===== src/rtl/imem_loader_if.sv =====
// ---------------------------------------------------------------------------
// imem_loader_if
// Groups the byte-stream handshake and the instruction-memory write bus used
// by the boot-time program loader.
//   rx_data    [7:0]        incoming stream byte
//   rx_valid                rx_data is valid
//   rx_ready                loader can accept a byte this cycle
//   imem_we                 instruction-memory write strobe
//   imem_addr  [ADDR_W-1:0] word address for the write
//   imem_wdata [31:0]       instruction word to write
// Modports: master = loader side, slave = stream source / memory side.
// ---------------------------------------------------------------------------
interface imem_loader_if #(
   parameter int ADDR_W = 6
) ();
   logic [7:0]        rx_data;
   logic              rx_valid;
   logic              rx_ready;
   logic              imem_we;
   logic [ADDR_W-1:0] imem_addr;
   logic [31:0]       imem_wdata;

   modport master (
      input  rx_data, rx_valid,
      output rx_ready, imem_we, imem_addr, imem_wdata
   );

   modport slave (
      output rx_data, rx_valid,
      input  rx_ready, imem_we, imem_addr, imem_wdata
   );
endinterface


===== src/rtl/imem_loader.sv =====
// ---------------------------------------------------------------------------
// imem_loader
// Boot-time program loader for the single-cycle RISC-V core. Receives a byte
// stream (16-bit LE word count N, then N LE 32-bit words), writes the words
// into instruction memory starting at address 0 and holds the core in reset
// until the whole program has been written.
//
// Ports:
//   clk       system clock, rising edge
//   reset     synchronous, active-high reset
//   start     one-cycle pulse starting a load session (ignored while busy)
//   bus       imem_loader_if.master: rx handshake + imem write bus
//   core_rst  holds the core in reset while high
//   busy      a session is in progress
//   done      last session completed successfully
//   err       last session aborted
//   err_addr  word index that caused the abort (0 for a length error)
//
// Build option: define IMEM_OPCODE_CHECK_EN to refuse words whose major
// opcode is not one of the supported load/store/branch/jal/op-imm/op
// encodings; the offending word is not written and the session aborts.
// ---------------------------------------------------------------------------
module imem_loader #(
   parameter int ADDR_W = 6
) (
   input  logic              clk,
   input  logic              reset,
   input  logic              start,
   imem_loader_if.master     bus,
   output logic              core_rst,
   output logic              busy,
   output logic              done,
   output logic              err,
   output logic [ADDR_W-1:0] err_addr
);

   typedef enum logic [2:0] {
      S_IDLE,
      S_LEN0,
      S_LEN1,
      S_DATA,
      S_WRITE,
      S_DONE,
      S_ERR
   } state_t;

   state_t            state, state_nx;
   logic [15:0]       cnt;
   logic [ADDR_W-1:0] word_idx;
   logic [1:0]        byte_idx;
   logic [ADDR_W-1:0] addr_q;
   logic [31:0]       wdata_q;

   logic              accept;
   logic [15:0]       len_nx;
   logic              len_too_big;
   logic              last_word;
   logic              wr_ok;

   assign accept      = bus.rx_valid & bus.rx_ready;
   // Full count as it will be once the high byte lands on this edge.
   assign len_nx      = {bus.rx_data, cnt[7:0]};
   // 17-bit compare so N = 2^ADDR_W (exactly full memory) is still legal.
   assign len_too_big = {1'b0, len_nx} > (17'd1 << ADDR_W);
   assign last_word   = 16'(word_idx) == (cnt - 16'd1);

`ifdef IMEM_OPCODE_CHECK_EN
   always_comb begin
      case (wdata_q[6:0])
         7'b0000011, 7'b0100011, 7'b1100011,
         7'b1101111, 7'b0010011, 7'b0110011: wr_ok = 1'b1;
         default:                            wr_ok = 1'b0;
      endcase
   end
`else
   assign wr_ok = 1'b1;
`endif

   assign bus.imem_addr  = addr_q;
   assign bus.imem_wdata = wdata_q;

   // State register.
   always_ff @(posedge clk) begin
      // NOTE: sequential state uses non-blocking assignments so every flop
      // samples pre-edge values regardless of process evaluation order.
      if (reset) state <= S_IDLE;
      else       state <= state_nx;
   end

   // Next-state and Moore outputs.
   always_comb begin
      // NOTE: every output gets a default first so no path leaves it
      // unassigned, which would otherwise infer a latch.
      state_nx     = state;
      bus.rx_ready = 1'b0;
      bus.imem_we  = 1'b0;
      busy         = 1'b0;
      done         = 1'b0;
      err          = 1'b0;
      core_rst     = 1'b1;

      case (state)
         S_IDLE: begin
            if (start) state_nx = S_LEN0;
         end
         S_LEN0: begin
            bus.rx_ready = 1'b1;
            busy         = 1'b1;
            if (accept) state_nx = S_LEN1;
         end
         S_LEN1: begin
            bus.rx_ready = 1'b1;
            busy         = 1'b1;
            if (accept) begin
               if (len_nx == 16'd0) state_nx = S_DONE;
               else if (len_too_big) state_nx = S_ERR;
               else                  state_nx = S_DATA;
            end
         end
         S_DATA: begin
            bus.rx_ready = 1'b1;
            busy         = 1'b1;
            if (accept && byte_idx == 2'd3) state_nx = S_WRITE;
         end
         S_WRITE: begin
            busy        = 1'b1;
            bus.imem_we = wr_ok;
            if (!wr_ok)         state_nx = S_ERR;
            else if (last_word) state_nx = S_DONE;
            else                state_nx = S_DATA;
         end
         S_DONE: begin
            done     = 1'b1;
            core_rst = 1'b0;
            if (start) state_nx = S_LEN0;
         end
         S_ERR: begin
            err = 1'b1;
            if (start) state_nx = S_LEN0;
         end
         default: state_nx = S_IDLE;
      endcase
   end

   // Datapath: count, indices, assembled word and abort address.
   always_ff @(posedge clk) begin
      if (reset) begin
         cnt      <= '0;
         word_idx <= '0;
         byte_idx <= '0;
         addr_q   <= '0;
         wdata_q  <= '0;
         err_addr <= '0;
      end else begin
         case (state)
            S_IDLE, S_DONE, S_ERR: begin
               if (start) err_addr <= '0;
            end
            S_LEN0: begin
               if (accept) cnt[7:0] <= bus.rx_data;
            end
            S_LEN1: begin
               if (accept) begin
                  cnt[15:8] <= bus.rx_data;
                  word_idx  <= '0;
                  byte_idx  <= '0;
               end
            end
            S_DATA: begin
               if (accept) begin
                  // Byte index doubles as the little-endian lane select.
                  wdata_q[{byte_idx, 3'b000} +: 8] <= bus.rx_data;
                  byte_idx                         <= byte_idx + 2'd1;
                  if (byte_idx == 2'd3) addr_q <= word_idx;
               end
            end
            S_WRITE: begin
               if (!wr_ok)          err_addr <= word_idx;
               else if (!last_word) word_idx <= word_idx + ADDR_W'(1);
            end
            default: ;
         endcase
      end
   end

endmodule


===== src/flat_wrapper.sv =====
// flat-port wrapper written by rule: the top's interface ports become plain ports
module imem_loader_flat 
#(
   parameter int ADDR_W = 6
)
  (clk, reset, start, core_rst, busy, done, err, err_addr, bus_rx_data, bus_rx_valid, bus_rx_ready, bus_imem_we, bus_imem_addr, bus_imem_wdata);
  imem_loader_if #(.ADDR_W(ADDR_W)) bus_i ();
  input  logic clk;
  input  logic reset;
  input  logic start;
  output logic core_rst;
  output logic busy;
  output logic done;
  output logic err;
  output logic [ADDR_W-1:0] err_addr;
  input wire logic [$bits(bus_i.rx_data)-1:0] bus_rx_data;
  input wire logic [$bits(bus_i.rx_valid)-1:0] bus_rx_valid;
  output wire logic [$bits(bus_i.rx_ready)-1:0] bus_rx_ready;
  output wire logic [$bits(bus_i.imem_we)-1:0] bus_imem_we;
  output wire logic [$bits(bus_i.imem_addr)-1:0] bus_imem_addr;
  output wire logic [$bits(bus_i.imem_wdata)-1:0] bus_imem_wdata;
  assign bus_i.rx_data = bus_rx_data;
  assign bus_i.rx_valid = bus_rx_valid;
  assign bus_rx_ready = bus_i.rx_ready;
  assign bus_imem_we = bus_i.imem_we;
  assign bus_imem_addr = bus_i.imem_addr;
  assign bus_imem_wdata = bus_i.imem_wdata;
  imem_loader #(.ADDR_W(ADDR_W)) u_core (.clk(clk), .reset(reset), .start(start), .bus(bus_i), .core_rst(core_rst), .busy(busy), .done(done), .err(err), .err_addr(err_addr));
endmodule

===== config.mk =====
export PLATFORM = sky130hd
export DESIGN_NAME = imem_loader_flat
export DESIGN_NICKNAME = d
export VERILOG_FILES = /design/src/rtl/imem_loader_if.sv /design/src/rtl/imem_loader.sv /design/src/flat_wrapper.sv
export SDC_FILE = /design/constraint.sdc
export NUM_CORES = 1
export LEC_CHECK = 0
export CAP_MARGIN = 20
export CELL_PAD_IN_SITES_DETAIL_PLACEMENT = 0
export CELL_PAD_IN_SITES_GLOBAL_PLACEMENT = 1
export CORE_MARGIN = 1.5
export CORE_UTILIZATION = 37
export DETAILED_ROUTE_END_ITERATION = 8
export PLACE_DENSITY = 0.89
export SLEW_MARGIN = 20
export SYNTH_ARGS = -nofsm -noshare
export SYNTH_HDL_FRONTEND = slang
export SYNTH_SLANG_ARGS = --single-unit

===== constraint.sdc =====
create_clock -name clk -period 3.3 [get_ports clk]
set_input_delay 0.495 -clock clk [delete_from_list [all_inputs] [get_ports clk]]
set_output_delay 0.495 -clock clk [all_outputs]
set_load 0.02 [all_outputs]

# --- Yosys cells after proc, flatten, opt, wreduce, memory -nomap -nowiden ---
# Cells that the tools add are included.
classes:
  n_addsub: 4
  bitwise: 1
  mux: 21
  magnitude_cmp: 1
  div_mod_pow: 0
  shift: 2
  multipliers: 0
  n_reduce_logical: 15
  eq_ne: 14
ops:
  columns: ["cell", "n"]
  rows:
  - ["$bwmux W32", 1]
  - ["$shift A8 B7 Y32 const A", 1]
  - ["$shiftx A8 B7 Y32", 1]
  - ["$mux W3", 7]
  - ["$eq A6 B16 Y1", 1]
  - ["$gt A16 B7 Y1 const B", 1]
  - ["$logic_not A16 Y1", 1]
  - ["$sub A16 B1 Y16 const B", 1]
  - ["$pmux W3 S5", 1]
  - ["$mux W6", 2]
  - ["$pmux W6 S2", 1]
  - ["$ne A2 B1 Y1 const B", 5]
  - ["$eq A3 B3 Y1 const B", 3]
  - ["$reduce_and A3 Y1", 3]
  - ["$neg A5 Y7", 1]
  - ["$add A6 B1 Y6 const B", 1]
  - ["$eq A3 B2 Y1 const B", 2]
  - ["$mux W1", 6]
  - ["$reduce_and A2 Y1", 3]
  - ["$reduce_or A3 Y1", 2]
  - ["$mux W2", 2]
  - ["$pmux W2 S2", 1]
  - ["$reduce_and A4 Y1", 1]
  - ["$reduce_bool A2 Y1", 2]
  - ["8 further kinds", 8]
word_totals:
  input_bits: 12
  out_inout_bits: 50
  n_memories: 0
  elab_cells: 65
  ram_bits: 0
  romBits: 0
  register_bits: 65
  latchBits: 0

# --- Longest topological paths before layout ---
logic_depth:
  depth_word: 7
  ltp_mapped: 9
  depth_no_buf: 9

# --- Worst setup path before layout ---
# OpenSTA, ideal clock, no wires.
synth_timing:
  path_kind: "register -> register"
  from: "reg u_core.cnt[0]"
  to: "reg u_core.word_idx[5]"
  required_time_ns: 3.185
  path_buffers: 0
  path_stages_with_launch: 9
  setup_time_ns: 0.115
  synth_period_minus_slack_ns: 2.381
  path_slack_ns: 0.919
  arrival_ns: 2.266
  path_cell_list: "dfxtp_1 -> inv_1 -> ha_1 -> xnor2_1 -> or4_4 -> a2111oi_4 -> a41oi_1 -> and2_1 -> o21a_1"
synth_via:
  elab_chain_len: 4
synth_lines:
  columns: ["item", "line", "text"]
  rows:
  - ["start: declaration", "imem_loader.sv:48", "logic [15:0] cnt;"]
  - ["start signal: assignment", "imem_loader.sv:160", "if (accept) cnt[7:0] <= bus.rx_data;"]
  - ["$sub A16 B1 Y16", "imem_loader.sv:65", "assign last_word = 16'(word_idx) == (cnt - 16'd1);"]
  - ["$eq A6 B16 Y1", "imem_loader.sv:65", null]
  - ["$ne A2 B2 Y1 (no source line)", null, null]
  - ["$reduce_and A3 Y1 (no source line)", null, null]
  - ["end signal: assignment", "imem_loader.sv:179", "else if (!last_word) word_idx <= word_idx + ADDR_W'(1);"]
  - ["end: declaration", "imem_loader.sv:49", "logic [ADDR_W-1:0] word_idx;"]
# Every way passes these cells.
# A chain may end at the register's enable or synchronous reset.

# --- Worst setup path in the final report ---
layout_timing:
  from: "reg u_core.cnt[0]"
  to: "reg u_core.word_idx[1]"
# The elaborated chain is that of the path after synthesis.

==> impl_summary.txt <==
----------------------------------------------------
[Status]
  Result of the run ... complete, no violations

[Floorplan]
  Core region area ... 8220 sq um
  Area enclosed by the die boundary ... 9070 sq um
  Top-Level Pins ... 62
  Row count ... 33
  Horizontal extent of the die ... 95.2 microns
  Effective utilization at floorplan ... 38.3%
  Vertical extent of the die ... 95.2 microns

[Synthesis]
  Number of enable-type register cells in the synthesized netlist ... 0
  Ys Warns ... 0
  Dominant combinational cell family by area after synthesis ... simple AND/OR/NAND/NOR gates
  Post-synthesis compound-gate area fraction ... 16.9%
  Proportion of synthesized area in mux cells ... 2.23%
  Parity-gate share of the synthesized area counting xor and xnor cells ... 2.23%
  Fraction of the mapped netlist area in simple logic gates ... 29.1%
  Portion of the post-synthesis area used by sequential elements ... 41.4%
  Arithmetic-cell share of the synthesized area counting full adders, half adders and majority gates ... 2.78%
  Total of flip-flops plus latches after synthesis ... 65
  Post-synthesis instance area ... 3150 sq um
  Dominant register cell in the synthesized netlist ... dfxtp_1
  Number of standard cells after synthesis ... 404
  Syn avg cell area ... 7.79 sq um
  Share of async-settable or async-resettable flops after synthesis ... 0%
  Post-synthesis cell type count ... 51

[Critical path]
  Worst setup path start ... u_core.cnt[0]
  Endpoint arrival time on the critical path ... 2.83 ns
  Startpoint of the most critical register-to-register path ... u_core.cnt[0]
  Crit path capture type ... flip-flop
  Type of the worst setup path ... reg -> reg
  Critical path required time ... 3.57 ns
  Path depth of the worst reg2reg path ... 8
  Critical path endpoint ... u_core.word_idx[1]
  R2r setup slk ... 0.74 ns
  R2r endpoint ... u_core.word_idx[1]
  Startpoint type of the worst setup path ... flip-flop
  Largest fanout of any net on the critical path ... 9

[Layout]
  Net count of the finished layout ... 478
  Area overhead of the layout relative to synthesis ... 27.6%
  Ant. Diodes ... 0
  Most common cell after layout, fill and taps aside ... nand2_1
  Layout cells sized above 1 ... 7.54%
  Top library cells by usage in the layout, fill and taps aside ... nand2_1, dfxtp_1, a21oi_1
  Final instance area ... 4010 sq um
  Number of inserted filler cells in the final layout ... 829

[STA]
  Unrepaired setup endpoints after global routing ... no
  Count of endpoints failing hold in the final timing report ... 0
  Final worst path period need ... 2.56 ns
  Final total negative setup slack ... 0 ns
  Worst setup skew after layout ... 0.0106 ns
  Finish-stage setup viols ... 0
  Max Slew Vio Count ... 0
  Worst-margin pin slew ... 0.943 ns
  Worst slew margin relative to its limit ... 36.6%
  Highest clock rate ... 391 MHz
  Fraction of the cycle the final worst path needs ... 77.5%

[Clock network]
  Clock slew seen by the registers of the worst setup and hold paths ... 0.08 ns
  Setup repair bufs after CTS ... 0
  Number of buffers created by CTS ... 9
  Worst-Skew Late Latency ... 0.34 ns
  Number of buffers inserted by hold repair at cts ... 0
  Number of gates resized after CTS ... 0
  Number of sinks driven by the clock tree ... 65
  Clock Tree Buf Depth ... 2
  H-tree levels ... 3
  CTS Root Cell ... clkbuf_8
  Clock tree from TritonCTS ... built

[Detailed routing]
  Remaining number of nets flagged by the antenna check after routing ... 0
  Number of vias in the routed layout ... 3000
  Routed wire per std cell ... 14.8 microns
  Total length of routed wires ... 8.44 mm
  Drc violations ... 0
  Drt initial violations ... 103
  Mean number of vias per cell ... 5.27
  TritonRoute pass-1 iters ... 4

[Power]
  Power per cell area ... 583 nW/um^2
  Power consumption ... 2.34 mW
  Static Leak ... 1.37 nW
  Worst vdd rail ir drop ... 0.285 mV

[Global routing]
  Total GRT Usage ... 19.9%
  Wire length of the first global-routing pass ... 13.8 mm
  Via count of the first global-routing pass ... 2798
  Initial antenna violation count ... 0
  Pin count of the biggest net entering global routing ... 40
  Overall overflow remaining after global route ... 0

[Job]
  # Max-Cap Violations ... 0

[Place]
  Buffers added on ports ... 55
  Routability congestion estimate ... 0.900
  Total half-perimeter wirelength after legalization and detailed placement ... 6.03 mm
  Total cell area at the placement stage ... 3790 sq um

[Worst hold path]
  Min-delay worst type ... reg -> reg

----------------------------------------------------
-- sequential cells by signal, indices dropped and copies added (netlist names) --
name,count
u_core.cnt,16
u_core.byte_idx,2
u_core.bus.imem_addr,6
u_core.word_idx,6
u_core.bus.imem_wdata,32
u_core.state,3
-- worst max-delay path, cell delays in order, from the launching register on --
cell	delay (ns)
dfxtp_1	0.45
inv_1	0.10
ha_1	0.32
xnor2_1	0.13
or4_4	0.50
a2111oi_4	0.42
nand4_4	0.21
nand2_1	0.19
mux2i_1	0.18
-- cell usage after synthesis (2+ instances only) --
cell        n  area [sq um]
a21o_1      4          30.0
a21oi_1    58           290
a2bb2oi_1   2          17.5
a311oi_1    3          26.3
a31oi_1     2          12.5
and2_1      4          25.0
and3_1      2          12.5
buf_4       6          45.0
clkbuf_1   18          67.6
dfxtp_1    65          1300
ha_1        7          87.6
inv_1      13          48.8
mux2i_1     7          70.1
nand2_1    82           308
nand3_1    37           185
nand3b_1    2          15.0
nand4_1     4          25.0
nand4b_1    2          17.5
nor2_1     30           113
nor2b_1     5          31.3
nor3_1      6          30.0
nor3b_1     3          22.5
nor4_1      4          25.0
o21a_1      2          15.0
o21ai_0     2          10.0
o31a_2      2          20.0
o31ai_1     2          15.0
xnor2_1     6          52.6
xor2_1      2          17.5
-- logic make-up after synthesis --
logic type,Yosys count
simple gates,192
compound gates,86
flops,65
buf+inv,38
xor+xnor,8
fa+ha+maj,7
mux,7
other cells,1
-- worst min-delay path by stage --
| stage | cells past startpoint | to | from | slack, ns |
|---|---|---|---|---|
| after floorplan | 2 | u_core.cnt[15] | u_core.cnt[15] | 0.44 |
| after global placement | 2 | u_core.bus.imem_wdata[26] | u_core.bus.imem_wdata[26] | 0.44 |
| after detailed placement | 2 | u_core.bus.imem_wdata[0] | u_core.bus.imem_wdata[0] | 0.45 |
| after CTS | 2 | u_core.bus.imem_addr[2] | u_core.bus.imem_addr[2] | 0.46 |
| after global routing | 2 | u_core.bus.imem_wdata[0] | u_core.bus.imem_wdata[0] | 0.47 |
| final | 2 | u_core.bus.imem_addr[2] | u_core.bus.imem_addr[2] | 0.45 |
-- metrics by stage --
step           cells  setup WS [ns]  hold WS (ns)  util [%]
2_1_floorplan    409          0.919         0.436         -
3_3_place_gp     553          0.766         0.443      46.2
3_5_place_dp     553          0.772         0.445      46.2
4_1_cts          569          0.731         0.456      48.9
5_1_grt          569          0.571         0.475      48.9
6_report         569          0.743         0.453      48.9
-- final cells by class --
| type | instances | area [sq um] | share of cell area, % |
|---|---|---|---|
| multi-input cells | 306 | 1700 | 42.3 |
| flip-flops and latches | 65 | 1300 | 32.4 |
| repair buffers | 64 | 613 | 15.3 |
| clock buffers | 12 | 145 | 3.62 |
| well taps | 105 | 131 | 3.27 |
| clock inverters | 4 | 76.3 | 1.90 |
| inverters | 13 | 48.8 | 1.22 |
-- where the power goes --
| part | switching [mW] | leakage (nW) | internal, mW |
|---|---|---|---|
| clock network | 0.313 | 0.107 | 0.448 |
| logic | 0.368 | 0.738 | 0.285 |
| registers | 0.0926 | 0.525 | 0.833 |
| total | 0.773 | 1.37 | 1.57 |
-- layer usage --
layer	vias up	track usage, %	wire, microns
li1	1492	-	-
met1	1399	25.6	3750
met2	101	32.3	4050
met3	8	4.78	534
met4	0	7.46	105
met5	-	0	0
No activity file was read; power rests on OpenSTA's default activity.
==> RTL change 1 (config.mk and constraints unchanged) <==
The 7 states of `state_t` get a Gray code encoding in 3 bits.
--- a/src/rtl/imem_loader.sv
+++ b/src/rtl/imem_loader.sv
@@ -36,11 +36,11 @@
 
    typedef enum logic [2:0] {
-      S_IDLE,
-      S_LEN0,
-      S_LEN1,
-      S_DATA,
-      S_WRITE,
-      S_DONE,
-      S_ERR
+      S_IDLE  = 3'b000,
+      S_LEN0  = 3'b001,
+      S_LEN1  = 3'b011,
+      S_DATA  = 3'b010,
+      S_WRITE = 3'b110,
+      S_DONE  = 3'b111,
+      S_ERR   = 3'b101
    } state_t;
 
Behaviour: same outputs for any inputs over 10 cycles, from zero or initial values and one cycle with reset high; not proved beyond that.
==> RTL change 1 against the original RTL <==
Clock skew up 4.3 ps. Sequential cell count unchanged. Highest routed layer unchanged. Cell area down 2.9%. Routed wire length down 3.2%. Synthesized area down 2.5%. Worst setup slack worse by 240 ps. Global-route usage down 0.54 points.
Power is not compared: it rests on default switching activity, and its combinational part moved more than twofold at a synthesized area within 25%.
==> RTL change 1: results (changes against the original RTL) <==
Yosys
  – Async SR Flop Fraction: 0% (unchanged)
  – Leading post-synthesis cells by cell area: sky130_fd_sc_hd__dfxtp_1 42%, sky130_fd_sc_hd__nand2_1 11%, sky130_fd_sc_hd__a21oi_1 11%, sky130_fd_sc_hd__nand3_1 6.0%, sky130_fd_sc_hd__ha_1 2.9%
  – Most used standard cells in the synthesized netlist: 92 x sky130_fd_sc_hd__nand2_1, 68 x sky130_fd_sc_hd__a21oi_1, 65 x sky130_fd_sc_hd__dfxtp_1
  – Share of the yosys chip area belonging to registers: 42.4% (+1.1 points)
  – Cell variety after synth: 45 (-12%)
  – Main synth FF type: sky130_fd_sc_hd__dfxtp_1
  – Yosys synthesis warning count: 0 (unchanged)

Pwr
  – Switching part of the total: 28.6%
  – Leakage: 1.27 nW
  – Worst supply voltage drop on vdd: 0.000317 V

Setup path
  – Cell class contributing the biggest share of worst-path delay: simple AND/OR/NAND/NOR gates
  – Cell with the biggest individual delay on the critical path: sky130_fd_sc_hd__a2111oi_4
  – Arrival time at the worst endpoint: 3030 ps (+200 ps)
  – Crit-path max FO: 12 (+3)
  – Stage delay of the slowest cell on the critical path: 680 ps (+180 ps)

Place
  – Placed wire-length estimate: 5710 microns (-5.4%)
  – Count of buffers from port buffering: 55 (unchanged)
  – Weighted congestion reported at the end of routability-driven placement: 0.875 (-2.9%)

Route
  – Iter 0 DRT Violations: 143 (+39%)
  – Wirelength, routed: 8170 microns (-3.2%)
  – Detailed-route via count: 2921 (-2.6%)
  – Number of iterations in the first detailed-routing pass: 4 (unchanged)

GRT
  – Initial antenna violation count: 0 (unchanged)
  – Largest net degree at the start of global routing: 53 (+33%)
  – Global-route total usage across every layer: 19.4% (-0.54 points)
  – Number of global-route vias before repair: 2687 (-4.0%)
  – Wire length of the first global-routing pass: 13200 microns (-4.3%)

Hold path
  – Worst hold path class: reg -> reg

Clocking
  – Buffer depth of the longest clock path: 2 (unchanged)
  – Post-CTS setup-driven buffer insertion count: 0 (unchanged)
  – Clk_lat worst skew: 360 ps (+20 ps)
  – Number of levels the H-tree was split into: 3 (unchanged)
  – CTS root buf: sky130_fd_sc_hd__clkbuf_8
  – Number of gates given a new drive strength after cts: 0 (unchanged)
  – Clk pin slew, worst setup/hold paths: 80 ps (about the same)
  – CTS Buf Count: 9 (unchanged)

Layout
  – Max FFs per register: 32 (unchanged)
  – Ant diodes: 0 (unchanged)
  – Total number of nets in the final design: 472 (-1.3%)
  – Layout cells sized above 1: 6.99% (-0.56 points)

Run status
  – Outcome: finished clean

Timing
  – Slew Limit Headroom: 40.4% (+3.8 points)
  – Worst Skew: 14.9 ps (+4.29 ps)
RTL change 1: cell count changes in the layout (fill, tap and decap cells not counted), sizes merged, moves of 4 or more:
cell,before,now
nand2b,1,5
a21o,4,0
or3,1,7
nor2,30,15
mux2i,7,1
a21oi,58,68
nor2b,5,1
nand2,82,92
o21ai,2,9
RTL change 1: final cells by class:
cell class | instances | area [sq um]
inverters | 10 | 37.5
fillers | 793 | 4240
well taps | 105 | 131
flip-flops and latches | 65 | 1300
repair buffers | 63 | 606
multi-input cells | 304 | 1610
clock inverters | 7 | 85.1
clock buffers | 9 | 124
RTL change 1: layer usage:
layer	GRT usage [%]	vias up	wire length [microns]
met5	0	-	0
met1	25.4	1349	3860
met2	30.3	74	3700
met4	7.21	0	181
met3	5.50	17	421
li1	-	1481	-
RTL change 1: cell families after synthesis:
logic type,share of synthesized area [%]
flops,42.4
fa+ha+maj,2.86
compound gates,17.2
simple gates,29.7
buf+inv,5.59
mux,0.326
other cells,0.122
xor+xnor,1.71
RTL change 1: worst paths after layout:
path	slack [ps]	to	startpoint	cells past startpoint
worst min-delay path	460	u_core.bus.imem_wdata[24]	u_core.bus.imem_wdata[24]	2
worst max-delay path	500	u_core.word_idx[0]	u_core.cnt[0]	9
worst min register to register	460	u_core.bus.imem_wdata[24]	u_core.bus.imem_wdata[24]	2
worst max register to register	500	u_core.word_idx[0]	u_core.cnt[0]	9
RTL change 1: metrics by stage:
step / cell area [sq um] / util (%) / worst slack (ps) / hold slack (ps) / instances
final: 3900 / 47.9 / 504 / 456 / 563
after global placement: 3690 / 45.3 / 593 / 441 / 547
after global routing: 3900 / 47.9 / 292 / 475 / 563
after CTS: 3900 / 47.9 / 509 / 458 / 563
after floorplan: 3090 / - / 911 / 444 / 404
after detailed placement: 3690 / 45.3 / 522 / 447 / 547
RTL change 1: worst min-delay path: cells and delay by family, from the launching register on:
kind,cells,cell delay [ps]
AOI/OAI and AO/OA,1,50
DFF,1,310
and+or+nand+nor,1,50
RTL change 1: power groups by stage:
stage	Combinational, W	Clock, W	Sequential, W
6_report	0.000191	0.000726	0.000817
4_1_cts	0.000190	0.000740	0.000816
3_5_place_dp	0.000190	0	0.000835
3_3_place_gp	0.000188	0	0.000835
2_1_floorplan	0.000133	0	0.000827
5_1_grt	0.000208	0.000776	0.000819
==> RTL change 2 (same flow settings) <==
Without the edit above. `ADDR_W` is set to 6 in 3 places; all go to 8.
--- a/src/rtl/imem_loader_if.sv
+++ b/src/rtl/imem_loader_if.sv
@@ -12,5 +12,5 @@
 // ---------------------------------------------------------------------------
 interface imem_loader_if #(
-   parameter int ADDR_W = 6
+   parameter int ADDR_W = 8
 ) ();
    logic [7:0]        rx_data;
--- a/src/rtl/imem_loader.sv
+++ b/src/rtl/imem_loader.sv
@@ -22,5 +22,5 @@
 // ---------------------------------------------------------------------------
 module imem_loader #(
-   parameter int ADDR_W = 6
+   parameter int ADDR_W = 8
 ) (
    input  logic              clk,
--- a/src/flat_wrapper.sv
+++ b/src/flat_wrapper.sv
@@ -2,5 +2,5 @@
 module imem_loader_flat 
 #(
-   parameter int ADDR_W = 6
+   parameter int ADDR_W = 8
 )
   (clk, reset, start, core_rst, busy, done, err, err_addr, bus_rx_data, bus_rx_valid, bus_rx_ready, bus_imem_we, bus_imem_addr, bus_imem_wdata);
Interface: changed (resized bus_imem_addr and err_addr); port bits go from 62 to 66. The function was not compared with the original's and may differ.
==> RTL change 2 against the original RTL <==
Total power about the same. Sequential cell count increased by 4. Cell area increased by 1.3%. Highest routed layer unchanged. Largest cell class unchanged. Worst setup slack got worse by 350 ps. Sequential share of layout area increased by 1.6 points. Cell count increased by 0.53%. Via count increased by 1.9%. First-iteration DRC count increased by 1.9%. Routed wire length about the same. Core utilization decreased by 0.095 points. Synthesized area increased by 3.1%.
==> RTL change 2: results (changes against the original RTL) <==
Timing
  – Worst Tran Pin Value: 929 ps (-14.2 ps)
  – Worst Skew: 10.1 ps (-0.459 ps)
  – Max Transition Viols Final: 0 (unchanged)

Place
  – Placed wire-length estimate: 5880 microns (-2.5%)
  – Weighted congestion reported at the end of routability-driven placement: 0.845 (-6.1%)
  – Area after detailed placement: 3830 sq um (+1.1%)
  – Worst setup slack after placement: 454 ps (-318 ps)
  – Count of buffers from port buffering: 57 (+3.6%)

Route
  – Via/cell ratio: 5.35 (+1.4%)
  – Number of iterations in the first detailed-routing pass: 4 (unchanged)
  – Iter 0 DRT Violations: 105 (+1.9%)
  – Wirelength, routed: 8440 microns (about the same)

GRT
  – Global-route track usage on met3: 4.12% (-0.67 points)
  – Wire length of the first global-routing pass: 14000 microns (+1.3%)
  – Global-route total usage across every layer: 18.2% (-1.8 points)
  – Global-route met1 utilization: 23.6% (-2.0 points)
  – Met2 demand-to-capacity share in global routing: 28.8% (-3.4 points)
  – Largest net degree at the start of global routing: 35 (-13%)
  – Initial antenna violation count: 0 (unchanged)
  – Number of global-route vias before repair: 2928 (+4.6%)

Yosys
  – Most used standard cells in the synthesized netlist: 77 x sky130_fd_sc_hd__nand2_1, 69 x sky130_fd_sc_hd__dfxtp_1, 61 x sky130_fd_sc_hd__a21oi_1
  – Cell variety after synth: 45 (-12%)
  – Share of the yosys chip area belonging to registers: 42.6% (+1.2 points)
  – Async SR Flop Fraction: 0% (unchanged)
  – Leading post-synthesis cells by cell area: sky130_fd_sc_hd__dfxtp_1 43%, sky130_fd_sc_hd__a21oi_1 9.4%, sky130_fd_sc_hd__nand2_1 8.9%, sky130_fd_sc_hd__nand3_1 5.9%, sky130_fd_sc_hd__ha_1 2.7%

Setup path
  – Cell with the biggest individual delay on the critical path: sky130_fd_sc_hd__or4_4
  – Crit-path max FO: 11 (+2)
  – Arrival time at the worst endpoint: 3140 ps (+310 ps)
  – Stage delay of the slowest cell on the critical path: 580 ps (+80 ps)

Layout
  – Fill count: 849 (+2.4%)
  – Total number of nets in the final design: 481 (+0.63%)
  – Ant diodes: 0 (unchanged)
  – Layout cells sized above 1: 5.57% (-2.0 points)

Clocking
  – Number of gates given a new drive strength after cts: 0 (unchanged)
  – Clk_lat worst skew: 350 ps
  – Buffer depth of the longest clock path: 2 (unchanged)
  – Number of levels the H-tree was split into: 3 (unchanged)
  – Clk pin slew, worst setup/hold paths: 80 ps (about the same)
  – Post-CTS setup-driven buffer insertion count: 0 (unchanged)

Hold path
  – Worst hold path class: reg -> reg

Pwr
  – Leakage: 1.37 nW (+0.32%)
  – Worst supply voltage drop on vdd: 0.000247 V (-13%)

Run status
  – Outcome: finished clean
[RTL change 2: cell type report]
cell class              count  area [sq um]  share of cell area, %
multi-input cells         308          1680                   41.4
flip-flops and latches     69          1380                   34.0
repair buffers             60           588                   14.5
clock buffers              10           138                   3.38
well taps                 105           131                   3.23
clock inverters             6          93.8                   2.31
inverters                  14          52.6                   1.29
[RTL change 2: metrics by stage]
step	total power (W)	utilization [%]	std cells
global placement	0.00154	46.0	556
global route	0.00246	48.8	572
detailed placement	0.00155	46.0	556
CTS	0.00235	48.8	572
floorplan	0.00139	-	419
finish	0.00234	48.8	572
[RTL change 2: cell families after synthesis]
kind of cell             after synthesis  synth area share, %
adder cells (fa/ha/maj)                7                 2.70
flip-flops                            69                 42.6
AO/OA/AOI/OAI                         90                 15.7
buffers and inverters                 42                 6.37
AND/OR/NAND/NOR                      184                 27.2
XOR/XNOR                              14                 3.78
other                                  1                0.116
multiplexers                           5                 1.54
[RTL change 2: power by group]
group	internal (W)	switching (W)
Combinational	0.000252	0.000343
Sequential	0.000875	0.0000675
Clock	0.000451	0.000348
Total	0.00158	0.000759
[RTL change 2: worst min-delay path, cell delays in order (launching register included)]
cell,delay [ps]
sky130_fd_sc_hd__dfxtp_1,310
sky130_fd_sc_hd__nand2_1,50
sky130_fd_sc_hd__a21oi_1,50
[RTL change 2: routing by layer]
| metal | vias to the layer above | wire length, microns |
|---|---|---|
| met5 | - | 0 |
| met4 | 0 | 139 |
| met3 | 15 | 431 |
| met2 | 82 | 3850 |
| met1 | 1449 | 4020 |
| li1 | 1512 | - |
[RTL change 2: final timing paths]
path                        startpoint  slack, ps                   endpoint  depth (start not counted)
min reg2reg  u_core.bus.imem_wdata[26]        450  u_core.bus.imem_wdata[26]                          2
max                      u_core.cnt[2]        390         u_core.word_idx[1]                          7
min          u_core.bus.imem_wdata[26]        450  u_core.bus.imem_wdata[26]                          2
max reg2reg              u_core.cnt[2]        390         u_core.word_idx[1]                          7
